### config.mk
export PLATFORM = sky130hd
export DESIGN_NAME = seno_escalonador
export DESIGN_NICKNAME = d
export VERILOG_FILES = /design/src/rtl/seno_pkg.sv /design/src/rtl/seno_acumulador.sv /design/src/rtl/seno_escalonador.sv
export SDC_FILE = /design/constraint.sdc
export NUM_CORES = 1
export LEC_CHECK = 0
export CAP_MARGIN = 20
export CORE_MARGIN = 4
export CORE_UTILIZATION = 57
export CTS_CLUSTER_DIAMETER = 30
export DETAILED_ROUTE_END_ITERATION = 6
export GPL_TIMING_DRIVEN = 1
export PLACE_DENSITY = 0.8
export RECOVER_POWER = 50
export SLEW_MARGIN = 0
export SYNTH_ARGS = -nofsm -noshare
export SYNTH_HDL_FRONTEND = slang
export SYNTH_SLANG_ARGS = --single-unit
### constraint.sdc
create_clock -name clk -period 3.21 [get_ports clk]
set_input_delay 0.963 -clock clk [delete_from_list [all_inputs] [get_ports clk]]
set_output_delay 0.963 -clock clk [all_outputs]
set_load 0.03 [all_outputs]
### src/rtl/seno_pkg.sv
// seno_pkg: FSM states, sample-rate divisor and ROM address helper for the sine scheduler
package seno_pkg;
  typedef enum logic [1:0] {OCIOSO, LEITURA, ESPERA, PUBLICA} estado_t;
  function automatic int divisor(input int clock_in, input int taxa);
    return clock_in / taxa;
  endfunction
  // Upper BITS_END bits of the phase; the caller truncates to the ROM address width
  function automatic logic [31:0] endereco(input logic [63:0] fase, input int bits_fase, input int bits_end);
    return 32'(fase >> (bits_fase - bits_end));
  endfunction
endpackage

### src/rtl/seno_acumulador.sv
// seno_acumulador: per-channel shadow step/enable and DDS phase register
// Shadows load on a config handshake and only reach the phase on the next tick.
module seno_acumulador #(
  parameter int BITS_FASE = 24
) (
  input  logic                 clk,
  input  logic                 rst_n,
  input  logic                 tick_i,
  input  logic                 limpa_i,
  input  logic                 wr_i,
  input  logic [BITS_FASE-1:0] passo_i,
  input  logic                 en_i,
  output logic [BITS_FASE-1:0] fase_o,
  output logic                 en_o
);
  logic [BITS_FASE-1:0] passo_q, fase_q, fase_d;
  logic en_sh_q, en_q;
  assign fase_d = (limpa_i || !en_sh_q) ? '0 : fase_q + passo_q;
  always_ff @(posedge clk or negedge rst_n) begin
    if (!rst_n) begin
      passo_q <= '0;
      en_sh_q <= 1'b0;
      fase_q  <= '0;
      en_q    <= 1'b0;
    end else begin
      if (wr_i) begin
        passo_q <= passo_i;
        en_sh_q <= en_i;
      end
      if (tick_i) begin
        fase_q <= fase_d;
        en_q   <= en_sh_q;
      end
    end
  end
  assign fase_o = fase_q;
  assign en_o   = en_q;
endmodule

### src/rtl/seno_escalonador.sv
// seno_escalonador: round-robin sharing of one sine ROM among CANAIS DDS channels
// Optional macro SENO_SINC_EN adds the sinc port that zeroes all phases at the next tick.
module seno_escalonador
  import seno_pkg::*;
#(
  parameter int CLOCK_IN      = 50_000_000,
  parameter int TAXA_AMOSTRA  = 10_000_000,
  parameter int CANAIS        = 2,
  parameter int BITS_FASE     = 24,
  parameter int BITS_ENDERECO = 12,
  parameter int BITS_DADO     = 12
) (
  input  logic                                               clk,
  input  logic                                               rst_n,
  input  logic                                               cfg_valid,
  output logic                                               cfg_ready,
  input  logic [(CANAIS > 1 ? $clog2(CANAIS) : 1)-1:0]       cfg_canal,
  input  logic [BITS_FASE-1:0]                               cfg_passo,
  input  logic                                               cfg_en,
  output logic                                               rom_rd,
  output logic [BITS_ENDERECO-1:0]                           rom_addr,
  input  logic [BITS_DADO-1:0]                               rom_data,
  output logic [CANAIS*BITS_DADO-1:0]                        saida,
  output logic                                               saida_valida
`ifdef SENO_SINC_EN
  ,
  input  logic                                               sinc
`endif
);
  localparam int DIVISOR = divisor(CLOCK_IN, TAXA_AMOSTRA);
  localparam int CW = CANAIS > 1 ? $clog2(CANAIS) : 1;
  localparam int DW = DIVISOR > 1 ? $clog2(DIVISOR) : 1;

  if (DIVISOR < CANAIS + 2) begin : g_divisor_curto
    $error("seno_escalonador: DIVISOR must be at least CANAIS+2");
  end

  logic [DW-1:0] cnt_q, cnt_d;
  logic tick, limpa;
  estado_t estado_q, estado_d;
  logic [CW-1:0] idx_q, idx_d;
  logic [BITS_FASE-1:0] fase [CANAIS];
  logic [CANAIS-1:0] en_ef;
  logic [BITS_DADO-1:0] buf_q [CANAIS];
  logic [CANAIS*BITS_DADO-1:0] saida_q, saida_d;

  assign tick      = cnt_q == DW'(DIVISOR - 1);
  assign cnt_d     = tick ? '0 : cnt_q + 1'b1;
  assign cfg_ready = !tick;

`ifdef SENO_SINC_EN
  logic sinc_q;
  assign limpa = sinc_q | sinc;
  always_ff @(posedge clk or negedge rst_n) begin
    if (!rst_n) sinc_q <= 1'b0;
    else        sinc_q <= tick ? 1'b0 : limpa;
  end
`else
  assign limpa = 1'b0;
`endif

  for (genvar k = 0; k < CANAIS; k++) begin : g_canal
    seno_acumulador #(.BITS_FASE(BITS_FASE)) u_acum (
      .clk     (clk),
      .rst_n   (rst_n),
      .tick_i  (tick),
      .limpa_i (limpa),
      .wr_i    (cfg_valid && cfg_ready && cfg_canal == CW'(k)),
      .passo_i (cfg_passo),
      .en_i    (cfg_en),
      .fase_o  (fase[k]),
      .en_o    (en_ef[k])
    );
  end

  always_comb begin
    estado_d = estado_q;
    idx_d    = estado_q == LEITURA ? idx_q + 1'b1 : '0;
    rom_rd   = 1'b0;
    rom_addr = '0;
    case (estado_q)
      OCIOSO:  estado_d = tick ? LEITURA : OCIOSO;
      LEITURA: begin
        rom_rd   = 1'b1;
        rom_addr = BITS_ENDERECO'(endereco(64'(fase[idx_q]), BITS_FASE, BITS_ENDERECO));
        estado_d = idx_q == CW'(CANAIS - 1) ? ESPERA : LEITURA;
      end
      ESPERA:  estado_d = PUBLICA;
      PUBLICA: estado_d = tick ? LEITURA : OCIOSO;
    endcase
  end

  // The last channel's word is still on rom_data during ESPERA, so it bypasses its buffer
  always_comb begin
    saida_d = '0;
    for (int k = 0; k < CANAIS; k++)
      saida_d[k*BITS_DADO +: BITS_DADO] = !en_ef[k] ? '0 : (k == CANAIS - 1) ? rom_data : buf_q[k];
  end

  always_ff @(posedge clk or negedge rst_n) begin
    if (!rst_n) begin
      cnt_q    <= '0;
      estado_q <= OCIOSO;
      idx_q    <= '0;
      saida_q  <= '0;
      for (int k = 0; k < CANAIS; k++) buf_q[k] <= '0;
    end else begin
      cnt_q    <= cnt_d;
      estado_q <= estado_d;
      idx_q    <= idx_d;
      if (estado_q == LEITURA && idx_q != '0) buf_q[idx_q - 1'b1] <= rom_data;
      if (estado_q == ESPERA) begin
        buf_q[CANAIS-1] <= rom_data;
        saida_q         <= saida_d;
      end
    end
  end

  assign saida        = saida_q;
  assign saida_valida = estado_q == PUBLICA;
endmodule

==> impl_metrics.py, run 1 <==
metrics = {
    "synth": {
        "synthesis.nets": 812,
        "ys_types": 55,
        "synthFlopType": "dfrtp_1",
        "syn_inst": 718,
        "synth-edff-count": 0,
        "synth_seq_area_share": 0.457,
        "ys_warn_count": 0,
        "synthArstFlopShare": 1.00,
        "syn_area_mm2": 0.00777,
        "synth_seq_cells": 142,
        "syn_area_per_cell_um2": 10.8,
    },
    "clocking": {
        "ctsHoldBuffers": 0,
        "cts_inserted_buffers": 17,
        "clock-root-buffer": "clkbuf_16",
        "clk_latency_ns": 0.43,
        "htreeDepth": 4,
        "cts_setup_buffers": 0,
        "cts_tree": "done",
        "numClockSinks": 142,
        "cts_resized": 1,
        "path_clk_slew_ns": 0.06,
        "cts_max_path_buffers": 2,
    },
    "routing": {
        "vias_per_cell": 6.01,
        "drt_iter0_markers": 349,
        "first_pass_iters": 5,
        "ant_nets": 0,
        "wl_per_cell_um": 18.3,
        "drc_errors": 0,
        "vias": 5928,
        "totalWireLength_mm": 18.1,
    },
    "layout": {
        "mostFrequentLayoutCells": "dfrtp_1, clkdlybuf4s50_1, mux2_2",
        "insertedDiodeCount": 0,
        "drive_above_1_share": 0.139,
        "layout_commonest_cell": "dfrtp_1",
        "fin_cells": 987,
        "area_growth_pct": 21.0,
        "area.sequential_mm2": 0.00355,
        "final_nets": 892,
        "n_fill_cell": 910,
        "multi_input_area_mm2": 0.00403,
    },
    "placement": {
        "portBuffers": 79,
        "dp_hpwl_mm": 13.0,
        "gp_congestion": 0.890,
        "placedCellCount": 955,
    },
    "power": {
        "pwr-share-comb": 0.400,
        "p_leak_uw": 0.00423,
        "internal_power_uw": 4950,
        "power.density_mw_per_mm2": 820,
        "p_sw_frac": 0.357,
        "power.share.clock": 0.277,
        "p_seq_frac": 0.323,
        "ir_drop_mv": 0.522,
        "switchingPower_uw": 2750,
    },
    "setup_path": {
        "cp_max_fo": 18,
        "crit_required_ns": 2.25,
        "path_class": "register to output pin",
        "startpoint_type": "register",
        "critPathCaptureType": "output pin",
        "cp_data_arrival_time_ns": 2.04,
        "reg2reg_slack_ns": 0.28,
    },
    "sta": {
        "fin_crit_ns": 3.00,
        "fin_crit_sh": 0.935,
        "drv_slew": 33,
        "final_hold_viol_count": 0,
        "grt_setup_unrepaired": "no",
        "worstMarginPinSlew_ns": 1.64,
        "relSlewSlack": -0.0930,
        "clock.fmax_ghz": 0.333,
        "setup_tns_ns": 0,
        "clock_skew_ns": 0.00472,
        "setup_viol": 0,
    },
    "die": {
        "fp.dieW_um": 125,
        "initial_core_util": 0.584,
        "die_h_um": 125,
        "die_area_mm2": 0.0156,
        "num_rows": 42,
        "core_mm2": 0.0133,
        "io_pins": 80,
    },
    "global_route": {
        "grt_pass1_vias": 6050,
        "grt_usage": 0.239,
        "grt_pass1_wl_mm": 30.1,
        "grt_max_degree": 61,
        "grt-ovfl-total": 0,
        "antenna_found_initial": 0,
    },
    "flow_run": {
        "cap_violations": 1,
    },
    "run_status": {
        "outcome": "complete, but fails checks",
        "failed_checks": "max-capacitance violations, max-slew violations",
    },
    "worst_hold_path": {
        "holdCritPathClass": "register to register",
    },
}
-- power by group through the flow --
| stage | sequential (µW) | combinational (µW) | clock, µW |
|---|---|---|---|
| 6_report | 2490 | 3080 | 2130 |
| 5_1_grt | 2530 | 3420 | 2230 |
| 4_1_cts | 2480 | 3060 | 2150 |
| 3_5_place_dp | 2500 | 3020 | 0 |
| 3_3_place_gp | 2480 | 2900 | 0 |
| 2_1_floorplan | 2450 | 2310 | 0 |
-- critical path: stages, from the launching register on --
cell,delay (ns)
dfrtp_1,0.40
inv_1,0.10
ha_4,0.25
nor2b_1,0.17
clkdlybuf4s50_1,0.68
-- metal layers --
metal,part of all wire,track usage
met5,0,0
met4,0.021,0.0935
met3,0.047,0.0502
met2,0.49,0.401
met1,0.44,0.304
-- final cells by class --
type / count / share of cell area
multi-input combinational: 524 / 0.429
sequential: 142 / 0.378
timing repair buffer: 90 / 0.0914
clock buffer: 22 / 0.0515
tap: 176 / 0.0234
clock inverter: 10 / 0.0169
inverter: 23 / 0.00919
-- stage by stage --
stage / setup slack (ns) / utilization / cell area (µm²) / power [µW] / hold WS, ns
2_1_floorplan: 0.463 / - / 7770 / 4770 / 0.432
3_3_place_gp: 0.387 / 0.660 / 8770 / 5380 / 0.445
3_5_place_dp: 0.329 / 0.660 / 8770 / 5520 / 0.471
4_1_cts: 0.0763 / 0.708 / 9410 / 7690 / 0.406
5_1_grt: 0.0499 / 0.707 / 9400 / 8180 / 0.508
6_report: 0.208 / 0.707 / 9400 / 7700 / 0.480
-- cell families after synthesis --
| family | after synthesis | synth area share |
|---|---|---|
| buffers and inverters | 52 | 0.0251 |
| adder cells (fa/ha/maj) | 53 | 0.0873 |
| AND/OR/NAND/NOR | 147 | 0.0876 |
| multiplexers | 75 | 0.106 |
| XOR/XNOR | 38 | 0.0428 |
| AO/OA/AOI/OAI | 211 | 0.193 |
| flip-flops | 142 | 0.457 |
-- cells in the mapped netlist (2+ instances only) --
cell type,number,share of area
o31a_1,2,0.0023
nand2_1,60,0.029
nor2b_1,16,0.013
ha_1,51,0.082
clkbuf_1,28,0.014
a21oi_1,44,0.028
o21a_1,7,0.0068
mux2_2,61,0.088
o31ai_1,4,0.0039
o211a_1,2,0.0026
xor2_1,13,0.015
a21o_1,29,0.028
xnor2_1,25,0.028
o211ai_1,6,0.0058
nand3_1,19,0.012
o22ai_1,2,0.0016
fa_1,2,0.0052
a31oi_1,3,0.0024
mux2i_1,14,0.018
o311ai_1,2,0.0023
o21bai_1,10,0.0097
nor2_1,23,0.011
nor3_1,8,0.0052
and2_1,3,0.0024
o41ai_1,2,0.0023
inv_2,3,0.0014
o41ai_2,2,0.0042
a211oi_1,3,0.0029
o21ai_0,36,0.023
a22o_1,41,0.046
and3_1,2,0.0016
o221ai_1,2,0.0023
dfrtp_1,142,0.46
nand4_1,5,0.0040
nand2b_1,3,0.0024
or3_1,6,0.0048
inv_1,19,0.0092
-- final timing paths --
kind,cells past startpoint,startpoint,endpoint
max,4,estado_q[1],rom_addr[2]
min,2,g_canal[1].u_acum.fase_o[0],g_canal[1].u_acum.fase_o[0]
max reg2reg,9,g_canal[0].u_acum.fase_o[4],g_canal[0].u_acum.fase_o[23]
min reg2reg,2,g_canal[1].u_acum.fase_o[0],g_canal[1].u_acum.fase_o[0]
max in group asynchronous,2,rst_n,g_canal[0].u_acum.fase_o[17]
min in group asynchronous,1,rst_n,saida[3]
-- state kept, by name (all words and copies together), names as in the netlist --
signal                  flops
idx_q                       1
g_canal.u_acum.passo_q     48
saida                      24
g_canal.u_acum.fase_o      48
estado_q                    2
cnt_q                       3
g_canal.u_acum.en_sh_q      2
buf_q                      12
g_canal.u_acum.en_o         2
Note: power is estimated with default switching activity, not from simulation.
==> run 2, diff against run 1 <==
==> constraint.sdc (replaced) <==
create_clock -name clk -period 3.21 [get_ports clk]
set_input_delay 0.8025 -clock clk [delete_from_list [all_inputs] [get_ports clk]]
set_output_delay 0.8025 -clock clk [all_outputs]
set_load 0.03 [all_outputs]
==> run 2 against run 1 <==
The flow now finishes without violations. Hold slack worse by 0.0059 ns. Flip-flop and latch count unchanged. Sequential share of layout area about the same. Setup slack better by 0.019 ns. Critical path type is now register to register. Critical endpoint is now g_canal[0].u_acum.fase_o[18]. Largest cell class unchanged. Highest routed layer unchanged.
==> impl_metrics.py, run 2 (synthesized netlist as in run 1, its figures left out) <==
metrics = {
    "run_status": {
        "outcome": "finished clean",
    },
    "sta": {
        "holdWs_ns": 0.474,
        "relSlewSlack": 0.122,
        "drv_slew": 0,
        "setup_viol": 0,
        "final_hold_viol_count": 0,
        "clock.fmax_ghz": 0.335,
        "setup_tns_ns": 0,
        "fin_crit_sh": 0.929,
        "worstMarginPinSlew_ns": 1.32,
        "clock_skew_ns": 0.00773,
        "fin_crit_ns": 2.98,
        "grt_setup_unrepaired": "no",
    },
    "routing": {
        "drc_errors": 0,
        "wl_per_cell_um": 18.4,
        "vias": 5925,
        "ant_nets": 0,
        "vias_per_cell": 5.99,
        "totalWireLength_mm": 18.2,
        "drt_iter0_markers": 329,
        "first_pass_iters": 4,
    },
    "global_route": {
        "grt_busiest_layer": "met2",
        "grt-ovfl-total": 0,
        "grt_pass1_vias": 6060,
        "grt_util_met1": 0.313,
        "grt_pass1_wl_mm": 30.8,
        "antenna_found_initial": 0,
        "met2_usage": 0.409,
        "grt_use_met3": 0.0562,
        "grt_max_degree": 64,
        "grt_usage": 0.244,
    },
    "power": {
        "power.share.clock": 0.268,
        "pwr-share-comb": 0.405,
        "p_leak_uw": 0.00424,
        "switchingPower_uw": 2740,
        "p_sw_frac": 0.359,
        "p_seq_frac": 0.327,
        "internal_power_uw": 4890,
        "power.density_mw_per_mm2": 813,
        "ir_drop_mv": 0.443,
        "finalPower_uw": 7630,
    },
    "setup_path": {
        "cp_data_arrival_time_ns": 3.29,
        "path_class": "register to register",
        "critPathCaptureType": "register",
        "startpoint_type": "register",
        "crit_required_ns": 3.52,
        "cp_max_fo": 3,
    },
    "die": {
        "fp.dieW_um": 125,
        "num_rows": 42,
        "die_h_um": 125,
        "initial_core_util": 0.584,
        "die_area_mm2": 0.0156,
        "io_pins": 80,
        "core_mm2": 0.0133,
    },
    "layout": {
        "layout_commonest_cell": "dfrtp_1",
        "area_growth_pct": 20.9,
        "final_nets": 893,
        "n_fill_cell": 963,
        "stdcell_area_mm2": 0.00939,
        "mostFrequentLayoutCells": "dfrtp_1, clkdlybuf4s50_1, mux2_2",
        "fin_cells": 989,
        "drive_above_1_share": 0.142,
    },
    "clocking": {
        "cts_inserted_buffers": 17,
        "cts_tree": "done",
        "clk_latency_ns": 0.43,
        "path_clk_slew_ns": 0.06,
        "cts_setup_buffers": 0,
        "ctsHoldBuffers": 0,
        "cts_resized": 0,
        "clock-root-buffer": "clkbuf_16",
        "numClockSinks": 142,
        "cts_max_path_buffers": 2,
        "htreeDepth": 4,
    },
    "placement": {
        "gp_congestion": 0.926,
        "placed_area_mm2": 0.00878,
        "placedCellCount": 956,
        "portBuffers": 79,
        "dp_hpwl_mm": 13.0,
    },
    "worst_hold_path": {
        "holdCritPathClass": "register to register",
    },
    "flow_run": {
        "cap_violations": 0,
    },
}
## run 2: critical path, cell delays in order, from the launching register on
cell       delay [ns]
dfrtp_1          0.39
ha_1             0.24
fa_1             0.42
a21oi_2          0.23
o31ai_4          0.08
a2111oi_1        0.55
o31a_1           0.27
o22a_1           0.20
o21ai_0          0.11
xor2_1           0.15
a22o_1           0.21
## run 2: per-stage QoR
stage                     utilization  setup WS, ns
after floorplan                     -         0.488
after global placement          0.660         0.370
after detailed placement        0.660         0.272
after CTS                       0.707        0.0880
after global routing            0.706        0.0745
final                           0.706         0.227
## run 2: power groups by stage
stage          Combinational [µW]  Clock (µW)  Sequential, µW
6_report                     3090        2040            2490
3_3_place_gp                 2900           0            2490
2_1_floorplan                2310           0            2450
4_1_cts                      3070        2070            2490
5_1_grt                      3420        2170            2540
3_5_place_dp                 3030           0            2510
## run 2: worst paths after layout
path | endpoint | from | cells past startpoint | slack (ns)
hold reg to reg | g_canal[0].u_acum.en_o | g_canal[0].u_acum.en_o | 1 | 0.47
setup / recovery | g_canal[0].u_acum.fase_o[18] | g_canal[0].u_acum.fase_o[0] | 10 | 0.23
max in group asynchronous | idx_q | rst_n | 2 | 1.18
hold / removal | g_canal[0].u_acum.en_o | g_canal[0].u_acum.en_o | 1 | 0.47
min in group asynchronous | saida[7] | rst_n | 1 | 0.67
setup reg to reg | g_canal[0].u_acum.fase_o[18] | g_canal[0].u_acum.fase_o[0] | 10 | 0.23
## run 2: layout make-up
class	instances	area, µm²	area share
Multi-Input combinational cell	524	4020	0.429
Sequential cell	142	3550	0.379
Timing Repair Buffer	91	882	0.0940
Clock buffer	22	484	0.0516
Tap cell	176	220	0.0235
Clock inverter	10	135	0.0144
Inverter	23	86.3	0.00920
Antenna cell	1	2.50	0.000267
## run 2: metal layers
metal / part of all wire / vias to the layer above
met2: 0.50 / 184
met5: 0 / -
met4: 0.018 / 0
li1: - / 2805
met3: 0.052 / 28
met1: 0.43 / 2908
==> run 3, diff against run 2 <==
RECOVER_POWER = default   (was 50)
==> run 3 against run 2 <==
Core utilization is 0.094 points higher. Clock-buffer cell count unchanged. First-iteration DRC count decreased by 1.8%. Via count fell by 0.35%. Power about the same. Design area grew 0.13%. Clock skew rose by 0.00055 ns. Clock power about the same. Maximum frequency fell by 0.35%. Critical endpoint unchanged.
==> impl_metrics.py, run 3 (synthesized netlist as in run 1, its figures left out) <==
metrics = {
    "clocking": {
        "cts_tree": "done",
        "htreeDepth": 4,
        "clk_latency_ns": 0.43,
        "cts_inserted_buffers": 17,
        "cts_max_path_buffers": 2,
        "numClockSinks": 142,
        "clock-root-buffer": "clkbuf_16",
        "path_clk_slew_ns": 0.06,
        "cts_setup_buffers": 0,
    },
    "sta": {
        "fin_crit_sh": 0.933,
        "holdWs_ns": 0.319,
        "fin_crit_ns": 2.99,
        "clock.fmax_ghz": 0.334,
        "drv_slew": 0,
        "final_hold_viol_count": 0,
        "setup_tns_ns": 0,
        "worstMarginPinSlew_ns": 0.705,
        "relSlewSlack": 0.525,
        "clock_skew_ns": 0.00828,
        "grt_setup_unrepaired": "no",
        "setup_viol": 0,
    },
    "die": {
        "num_rows": 42,
        "io_pins": 80,
        "die_area_mm2": 0.0156,
        "die_h_um": 125,
        "initial_core_util": 0.584,
        "fp.dieW_um": 125,
        "core_mm2": 0.0133,
    },
    "layout": {
        "stdcell_area_mm2": 0.00940,
        "n_fill_cell": 961,
        "mostFrequentLayoutCells": "dfrtp_1, clkdlybuf4s50_1, mux2_2",
        "fin_util": 0.707,
        "area_growth_pct": 21.0,
        "layout_commonest_cell": "dfrtp_1",
        "fin_cells": 989,
        "final_nets": 893,
        "drive_above_1_share": 0.143,
    },
    "setup_path": {
        "path_depth": 10,
        "cp_max_fo": 3,
        "crit_required_ns": 3.52,
        "path_class": "register to register",
        "path_cells": "ha_1 -> fa_1 -> a21oi_2 -> o31ai_4 -> a2111oi_1 -> o31a_1 -> o22a_1 -> o21ai_0 -> xor2_1 -> a22o_1",
        "critPathCaptureType": "register",
        "cp_data_arrival_time_ns": 3.30,
        "r2r-start": "g_canal[0].u_acum.fase_o[0]",
        "rr_worst_depth": 10,
        "cp_slowest_stage_delay_ns": 0.56,
        "cpLargestDelayFamily": "compound AO/OA/AOI/OAI gates",
        "startpoint_type": "register",
        "startpoint": "g_canal[0].u_acum.fase_o[0]",
        "cp_num_buf_inv": 0,
        "cp_slowest_cell": "a2111oi_1",
    },
    "global_route": {
        "grt_pass1_vias": 6060,
        "grt-ovfl-total": 0,
        "grt_usage": 0.244,
        "grt_max_degree": 64,
        "antenna_found_initial": 0,
        "grt_pass1_wl_mm": 30.8,
    },
    "routing": {
        "totalWireLength_mm": 18.2,
        "drt_iter0_markers": 323,
        "first_pass_iters": 5,
        "vias": 5904,
        "wl_per_cell_um": 18.4,
        "vias_per_cell": 5.97,
        "drc_errors": 0,
        "ant_nets": 0,
    },
    "run_status": {
        "outcome": "finished clean",
    },
    "power": {
        "p_leak_uw": 0.00425,
        "switchingPower_uw": 2740,
        "pwr-share-comb": 0.405,
        "power.share.clock": 0.268,
        "internal_power_uw": 4890,
        "p_sw_frac": 0.359,
        "p_seq_frac": 0.327,
        "ir_drop_mv": 0.445,
        "power.density_mw_per_mm2": 812,
    },
    "placement": {
        "placedCellCount": 956,
        "placed_area_mm2": 0.00878,
        "portBuffers": 79,
        "dp_hpwl_mm": 13.0,
        "gp_congestion": 0.926,
    },
    "worst_hold_path": {
        "holdCritPathClass": "input port to asynchronous set/reset pin",
    },
    "flow_run": {
        "cap_violations": 0,
    },
}
run 3: cell count changes in the layout (fill, tap and decap cells not counted):
cell,previous run,this run
clkbuf_2,2,0
buf_4,9,11
and2_1,1,3
buf_6,0,1
and2_0,2,0
clkbuf_1,2,1
run 3: area by class of cell:
| cell class | instances | area, µm² | share of cell area |
|---|---|---|---|
| antenna | 1 | 2.50 | 0.000266 |
| clock buffer | 22 | 484 | 0.0515 |
| clock inverter | 10 | 135 | 0.0144 |
| inverter | 23 | 86.3 | 0.00918 |
| multi-input combinational | 524 | 4020 | 0.428 |
| sequential | 142 | 3550 | 0.378 |
| tap | 176 | 220 | 0.0234 |
| timing repair buffer | 91 | 895 | 0.0952 |
run 3: path summary, 6_finish.rpt:
path,slack [ns],endpoint
setup / recovery,0.22,g_canal[0].u_acum.fase_o[18]
setup reg to reg,0.22,g_canal[0].u_acum.fase_o[18]
hold / removal,0.32,saida[7]
hold reg to reg,0.47,g_canal[0].u_acum.en_o
min in group clk,0.47,g_canal[0].u_acum.en_o
max in group asynchronous,2.14,idx_q
run 3: timing repair:
item	CTS	global route
setup endpoints to repair	0	7
resized for setup	0	1
hold buffers	0	0
run 3: routing by layer:
metal | vias to the layer above | global-route usage | part of all wire
met5 | - | 0 | 0
met4 | 0 | 0.0806 | 0.017
met3 | 25 | 0.0562 | 0.047
met2 | 166 | 0.409 | 0.50
met1 | 2907 | 0.313 | 0.44
li1 | 2806 | - | -
run 3: metrics by stage:
stage	worst slack (ns)	power [µW]
after detailed placement	0.272	5530
final	0.216	7630
after global routing	0.0745	8130
after CTS	0.0880	7630
after global placement	0.370	5390
after floorplan	0.488	4770
run 3: power groups by stage:
stage / registers (µW) / logic, µW / clock network (µW)
floorplan: 2450 / 2310 / 0
global placement: 2490 / 2900 / 0
detailed placement: 2510 / 3030 / 0
CTS: 2490 / 3070 / 2070
global route: 2540 / 3420 / 2170
finish: 2500 / 3090 / 2040
run 3: worst reg2reg max path: stages, from the launching register on:
cell and delay (ns):
dfrtp_1 0.39, ha_1 0.24, fa_1 0.42, a21oi_2 0.23, o31ai_4 0.08, a2111oi_1 0.56
o31a_1 0.27, o22a_1 0.20, o21ai_0 0.11, xor2_1 0.15, a22o_1 0.21
